--- src/rtl/datapath_unit.sv ---
// Processor datapath: 16-entry register file with registered read ports,
// synchronous data RAM, 16-bit ALU and the write-back mux.
module datapath_unit #(
  parameter int DATA_W   = 16,
  parameter int RF_DEPTH = 16,
  parameter int DM_DEPTH = 256,
  localparam int RF_AW   = $clog2(RF_DEPTH),
  localparam int DM_AW   = $clog2(DM_DEPTH)
) (
  input  logic              clock,
  input  logic              reset,
  input  logic [DM_AW-1:0]  d_addr,
  input  logic              d_wr,
  input  logic              rf_s,
  input  logic [RF_AW-1:0]  rf_w_addr,
  input  logic              rf_w_wr,
  input  logic [RF_AW-1:0]  rf_ra_addr,
  input  logic              rf_ra_rd,
  input  logic [RF_AW-1:0]  rf_rb_addr,
  input  logic              rf_rb_rd,
  input  logic [2:0]        alu_s0,
  output logic [DATA_W-1:0] ra_data,
  output logic [DATA_W-1:0] rb_data,
  output logic [DATA_W-1:0] alu_out,
  output logic              alu_zero,
  output logic [DATA_W-1:0] w_data
);

  logic [DATA_W-1:0] rf_r [RF_DEPTH];
  logic [DATA_W-1:0] mem_r [DM_DEPTH];
  logic [DATA_W-1:0] dm_q_r;

  // Register file and read ports; reads see pre-edge contents, so no bypass.
  always_ff @(posedge clock or posedge reset) begin
    if (reset) begin
      for (int i = 0; i < RF_DEPTH; i++) begin
        rf_r[i] <= {DATA_W{1'b0}};
      end
      ra_data <= {DATA_W{1'b0}};
      rb_data <= {DATA_W{1'b0}};
    end else begin
      if (rf_w_wr) begin
        rf_r[rf_w_addr] <= w_data;
      end
      if (rf_ra_rd) begin
        ra_data <= rf_r[rf_ra_addr];
      end
      if (rf_rb_rd) begin
        rb_data <= rf_r[rf_rb_addr];
      end
    end
  end

  // RAM array: contents survive reset; STORE writes the pre-edge port A data.
  always_ff @(posedge clock) begin
    if (d_wr) begin
      mem_r[d_addr] <= ra_data;
    end
  end

  // RAM read register, cleared by reset.
  always_ff @(posedge clock or posedge reset) begin
    if (reset) begin
      dm_q_r <= {DATA_W{1'b0}};
    end else begin
      dm_q_r <= mem_r[d_addr];
    end
  end

  // ALU, modulo 2^DATA_W.
  always_comb begin
    alu_out = {DATA_W{1'b0}};
    case (alu_s0)
      3'b000:  alu_out = {DATA_W{1'b0}};
      3'b001:  alu_out = ra_data + rb_data;
      3'b010:  alu_out = ra_data - rb_data;
      3'b011:  alu_out = ra_data;
      3'b100:  alu_out = ra_data ^ rb_data;
      3'b101:  alu_out = ra_data | rb_data;
      3'b110:  alu_out = ra_data & rb_data;
      3'b111:  alu_out = ra_data + DATA_W'(1);
      default: alu_out = {DATA_W{1'b0}};
    endcase
  end

  // Zero flag and write-back select.
  always_comb begin
    alu_zero = (alu_out == {DATA_W{1'b0}});
    if (rf_s) begin
      w_data = dm_q_r;
    end else begin
      w_data = alu_out;
    end
  end

endmodule

--- config.mk ---
export PLATFORM = sky130hd
export DESIGN_NAME = datapath_unit
export DESIGN_NICKNAME = d
export VERILOG_FILES = /design/src/rtl/datapath_unit.sv
export SDC_FILE = /design/constraint.sdc
export NUM_CORES = 2
export LEC_CHECK = 0
export CORE_AREA = 2 2 661 663
export CTS_BUF_LIST = sky130_fd_sc_hd__clkbuf_16
export DETAILED_ROUTE_END_ITERATION = 10
export DIE_AREA = 0 0 663 665
export GPL_TIMING_DRIVEN = 1
export RECOVER_POWER = 50
export SYNTH_ARGS = -nofsm -noshare
export SYNTH_HDL_FRONTEND = slang
export SYNTH_SLANG_ARGS = --single-unit
--- constraint.sdc ---
create_clock -name clock -period 11.2 [get_ports clock]
set_clock_uncertainty 0.05 [all_clocks]
set_input_delay 1.12 -clock clock [delete_from_list [all_inputs] [get_ports clock]]
set_output_delay 1.12 -clock clock [all_outputs]
set_load 0.02 [all_outputs]
After elaboration in Yosys (flattened, before gate mapping) --
Memories as Yosys holds them, arrays and structs flattened. A register that Yosys moved wholly into a read port is not among the register bits. Cells that the tools add are included.
Word-level totals: register bits 288, memories kept 1, logic and storage cells 55, bits in writable memories 4096, input port bits 30, output and inout bits 65
Cells by class: equality and inequality tests 7, order comparisons 4, bitwise gates (word level) 6, mux-type cells 13, add/sub/neg operators 3, reduce and logical (&&, ||, !) cells 3
Memories:
- mem_r | depth 256, width 16, rd ports 1, clocked after Yosys merged registers in 1, write ports 1, line 30 | logic [DATA_W-1:0] mem_r [DM_DEPTH];
Operator list (number):
- 256-bit bitwise mux | 1
- 16-bit binary-select mux with 4-bit select | 2
- 16-bit case mux with 8 select lines | 1
- 16-bit 2-to-1 mux | 6
- 16-bit demux with 4-bit select | 1
- 16-bit by 1-bit adder with 16-bit output (second input constant) | 1
- 16-bit adder | 1
- 16-bit bitwise AND | 1
- 16-bit zero test | 1
- 16-bit bitwise OR | 1
- 16-bit subtractor | 1
- 16-bit XOR | 1
- 5-bit greater-or-equal comparator (second input constant) | 3
- 4-bit inverter with 5-bit output | 3
- 3-bit equality test (second input constant) | 4
- 3-bit by 2-bit equality test with 1-bit output (second input constant) | 2
- 5-bit by 1-bit < comparator with 1-bit output (second input constant) | 1
- 3-bit by 1-bit equality test with 1-bit output (second input constant) | 1
- 3-bit zero test | 1
- 1-bit 2-to-1 mux | 2
- 1-bit logical AND | 1

Depth between registers and ports, before layout --
depth after elaboration 6, gate-level depth with buffers 19, gate-level depth less buffers 15

Worst setup path before layout --
OpenSTA, ideal clock, no wires.
path kind reg-to-output, start point register ra_data[1], end point output alu_zero, buffers on the path 0, data required time 10030 ps, path slack 3168 ps, arrival time 6862 ps, cell stages (with the launch flop) 11, cell sequence dfrtp_1 inv_1 fa_1 nand2b_1 a211oi_1 nor2_1 xor2_1 o21ai_0 or4_1 or4_1 nor4b_2
Between the ends: longest elaborated chain between the ends 3, elaborated cells between the ends (all ways) 8, classes of those cells add/sub (3); mux (1); bitwise (3); reduce/logical (1)
Ends and longest elaborated chain:
- start, declared | line 22 | output logic [DATA_W-1:0] ra_data,
- start signal, assigned | line 39 | ra_data <= {DATA_W{1'b0}};
- start signal, assigned | line 46 | ra_data <= rf_r[rf_ra_addr];
- 16-bit by 1-bit adder with 16-bit output (tied with other cells) | line 81 | 3'b111: alu_out = ra_data + DATA_W'(1);
- 16-bit case mux with 8 select lines (*) | line 73 | case (alu_s0)
- net alu_out[6] | line 24 | output logic [DATA_W-1:0] alu_out,
- 16-bit zero test (*) | line 88 | alu_zero = (alu_out == {DATA_W{1'b0}});
- end, declared | line 25 | output logic alu_zero,
Mark *: on every way through the listed nets, which the timed path passes. The rest lies on a longest branch.

==> results.sh <==
export IMPL_synth_fp_nets=8106
export IMPL_yosys_warnings=0
export IMPL_synth_area_mm2=0.173
export IMPL_violations="max-capacitance violations, max-slew violations"
export IMPL_design_core_area_mm2=0.433
export IMPL_stdcell_area_mm2=0.196
export IMPL_setup_viol=0
export IMPL_cp_max_fo=127
export IMPL_clkTransAtPathRegs_ns=0.06
export IMPL_cts_made_buffers=436
export IMPL_min_path_type="flip-flop to flip-flop"
export IMPL_die_area_mm2=0.441
export IMPL_worstSetupPathType="primary input to flip-flop"
export IMPL_worst_pin_slew_ns=8.90
export IMPL_gp_congestion=0.905
export IMPL_drc=0
export IMPL_overflow=0
export IMPL_vias=87000
export IMPL_fmax_mhz=103
export IMPL_dp_worst_setup_slack_ns=2.98
export IMPL_start_util_pct=39.9
export IMPL_drtAntennaViolNets=0
export IMPL_fin_tns_setup_ns=0
export IMPL_wl_mm=499
export IMPL_register_area_mm2=0.131
export IMPL_clock_sinks=4400
export IMPL_drt_first_iter_violations=11500
export IMPL_end_kind="flip-flop"
export IMPL_period_share_pct=86.3
export IMPL_p_leak_uw=0.0635
export IMPL_htreeDepth=5
export IMPL_grt_max_degree=186
export IMPL_die_w_um=663
export IMPL_multi_input_area_mm2=0.0408
export IMPL_layout_drive_gt1_share_pct=27.8
export IMPL_worstPathRequired_ns=11.96
export IMPL_critPathLaunchType="primary input"
export IMPL_routed_via_density=6.00
export IMPL_cts_tree="done"
export IMPL_ios=95
export IMPL_slew_headroom_pct=-493
export IMPL_wl_per_cell_um=34.4
export IMPL_cellPowerDensity_mw_per_mm2=201
export IMPL_postPlaceCellArea_mm2=0.183
export IMPL_grt_first_pass_wirelength_mm=695
export IMPL_cts_hold_buffers=0
export IMPL_portBuffers=94
export IMPL_chipHeight_um=665
export IMPL_finalHoldViolations=0
export IMPL_grt_use_total_pct=22.3
export IMPL_synthArstFlopShare_pct=6.91
export IMPL_arrival_ns=10.42
export IMPL_synth_edf_count=4096
export IMPL_fillers=35900
export IMPL_syn_area_per_cell_um2=21.6
export IMPL_insertion_delay_ns=1.01
export IMPL_setup_slack_ns=1.53
export IMPL_postCtsSetupRepairBufs=0
export IMPL_synth_ff_type="edfxtp_1"
export IMPL_drt_pre_antenna_iters=8
export IMPL_fp_row_count=242
export IMPL_period_needed_ns=9.67
export IMPL_hpwl_mm=303
export IMPL_cts_root_buf="clkbuf_16"
export IMPL_area_growth_pct=13.4
export IMPL_rsz0062_at_grt="false"
export IMPL_finalNetCount=8493
export IMPL_peakVddDrop_mv=0.142
export IMPL_ys_types=66
export IMPL_antenna_found_initial=33
export IMPL_netlist_instances=8025
export IMPL_ys_ff_latch=4400
export IMPL_cts_max_path_buffers=4
export IMPL_cts_resized=0
export IMPL_synth_seq_area_share_pct=75.5
export IMPL_slew_viol_final=4567
export IMPL_status="complete, but fails checks"
export IMPL_maxCapViolations=71
export IMPL_grt_pass1_vias=87000
[layout make-up]
class | instances | area share [%]
Sequential cell | 4400 | 66.6
Multi-Input combinational cell | 3086 | 20.8
Clock buffer | 443 | 5.65
Tap cell | 5734 | 3.66
Timing Repair Buffer | 431 | 1.70
Clock inverter | 350 | 1.45
Inverter | 57 | 0.110
Antenna cell | 11 | 0.0140
[sequential cells by signal, indices dropped and copies added (netlist names)]
| name | flops |
|---|---|
| mem_r | 4096 |
| rf_r | 256 |
| dm_q_r | 16 |
| ra_data | 16 |
| rb_data | 16 |
[layout by cell type, fill, tap and decap left out, drive strengths merged, types with 8 or more instances in the layout]
cell type	netlist	layout
nor4	13	13
diode	0	11
nor2b	14	14
nor2	320	320
xnor2	19	19
nand2	384	384
clkinvlp	0	11
nand2b	12	12
edfxtp	4096	4096
o22ai	92	92
nand3	33	33
a22oi	37	37
or3	15	15
clkinv	0	189
a21oi	33	33
a211oi	10	10
bufinv	0	43
nor3	9	9
dfrtp	304	304
o21ai	303	303
mux2i	196	196
dlygate4sd3	0	16
or4	8	8
buf	215	275
a221oi	38	38
o32ai	9	9
nand4	8	8
and3	9	9
a31oi	13	13
clkbuf	267	515
clkdlybuf4s50	0	67
mux2	26	26
mux4	1319	1319
inv	57	164
a21o	8	8
ha	50	50
a22o	44	44
[synthesized netlist by cell type (15+ instances only)]
master	count	area, um^2
o21ai_0	302	1510
mux4_2	1319	29700
clkbuf_1	267	1000
nand3_1	33	165
a22oi_1	37	278
o22ai_1	92	576
ha_1	50	626
nand2_1	383	1440
xnor2_1	19	166
buf_2	110	551
buf_1	101	379
or3_1	15	93.8
edfxtp_1	4096	123000
a22o_1	44	385
a221oi_1	38	333
mux2_2	26	293
inv_1	55	206
mux2i_1	196	1960
nor2_1	320	1200
a21oi_1	33	165
dfrtp_1	304	7610
[per-layer routing]
layer	track usage (%)	routed length, um	part of all wire (%)
met2	33.9	227000	45
met5	0	180	0.036
met1	31.1	198000	40
met4	9.09	23500	4.7
met3	5.26	50400	10
[worst max-delay path: stages]
cell and delay (ns):
clkbuf_1 3.40, clkbuf_1 1.92, buf_12 0.61, mux4_2 0.44
mux4_2 0.52, a22oi_1 0.83, nand4_1 0.62, a211oi_1 0.48
o21ai_0 0.17
[power breakdown]
part / internal, uW / total [uW] / switching [uW]
combinational: 1260 / 4420 / 3160
clock: 8140 / 14400 / 6240
sequential: 20000 / 20600 / 618
[final timing paths]
path | from | to | slack, ns | cells past startpoint
min in group asynchronous | reset | rb_data[13]$_DFFE_PP0P_ | 1.70 | 2
max reg2reg | ra_data[15]$_DFFE_PP0P_ | mem_r[64][15]$_DFFE_PP_ | 1.90 | 1
min | rf_r[24]$_DFFE_PP0P_ | rf_r[24]$_DFFE_PP0P_ | 0.44 | 2
min reg2reg | rf_r[24]$_DFFE_PP0P_ | rf_r[24]$_DFFE_PP0P_ | 0.44 | 2
max | d_addr[1] | dm_q_r[11]$_DFF_PP0_ | 1.53 | 9
max in group asynchronous | reset | ra_data[1]$_DFFE_PP0P_ | 3.18 | 3
[through the flow]
step | cells | hold slack [ns] | power, uW | utilization [%]
2_1_floorplan | 8025 | 0.411 | 23100 | -
3_3_place_gp | 13700 | 0.423 | 24900 | 42.1
3_5_place_dp | 13700 | 0.435 | 25100 | 42.1
4_1_cts | 14500 | 0.447 | 39400 | 45.3
5_1_grt | 14500 | 0.475 | 40600 | 45.3
6_report | 14500 | 0.443 | 39400 | 45.3
[cells by family after synthesis]
group,Yosys count,share of synthesized area [%]
fa+ha+maj,51,0.373
compound gates,626,2.26
simple gates,845,2.03
buf+inv,539,1.27
xor+xnor,23,0.116
flops,4400,75.5
mux,1541,18.5
(Power assumes the default switching activity.)
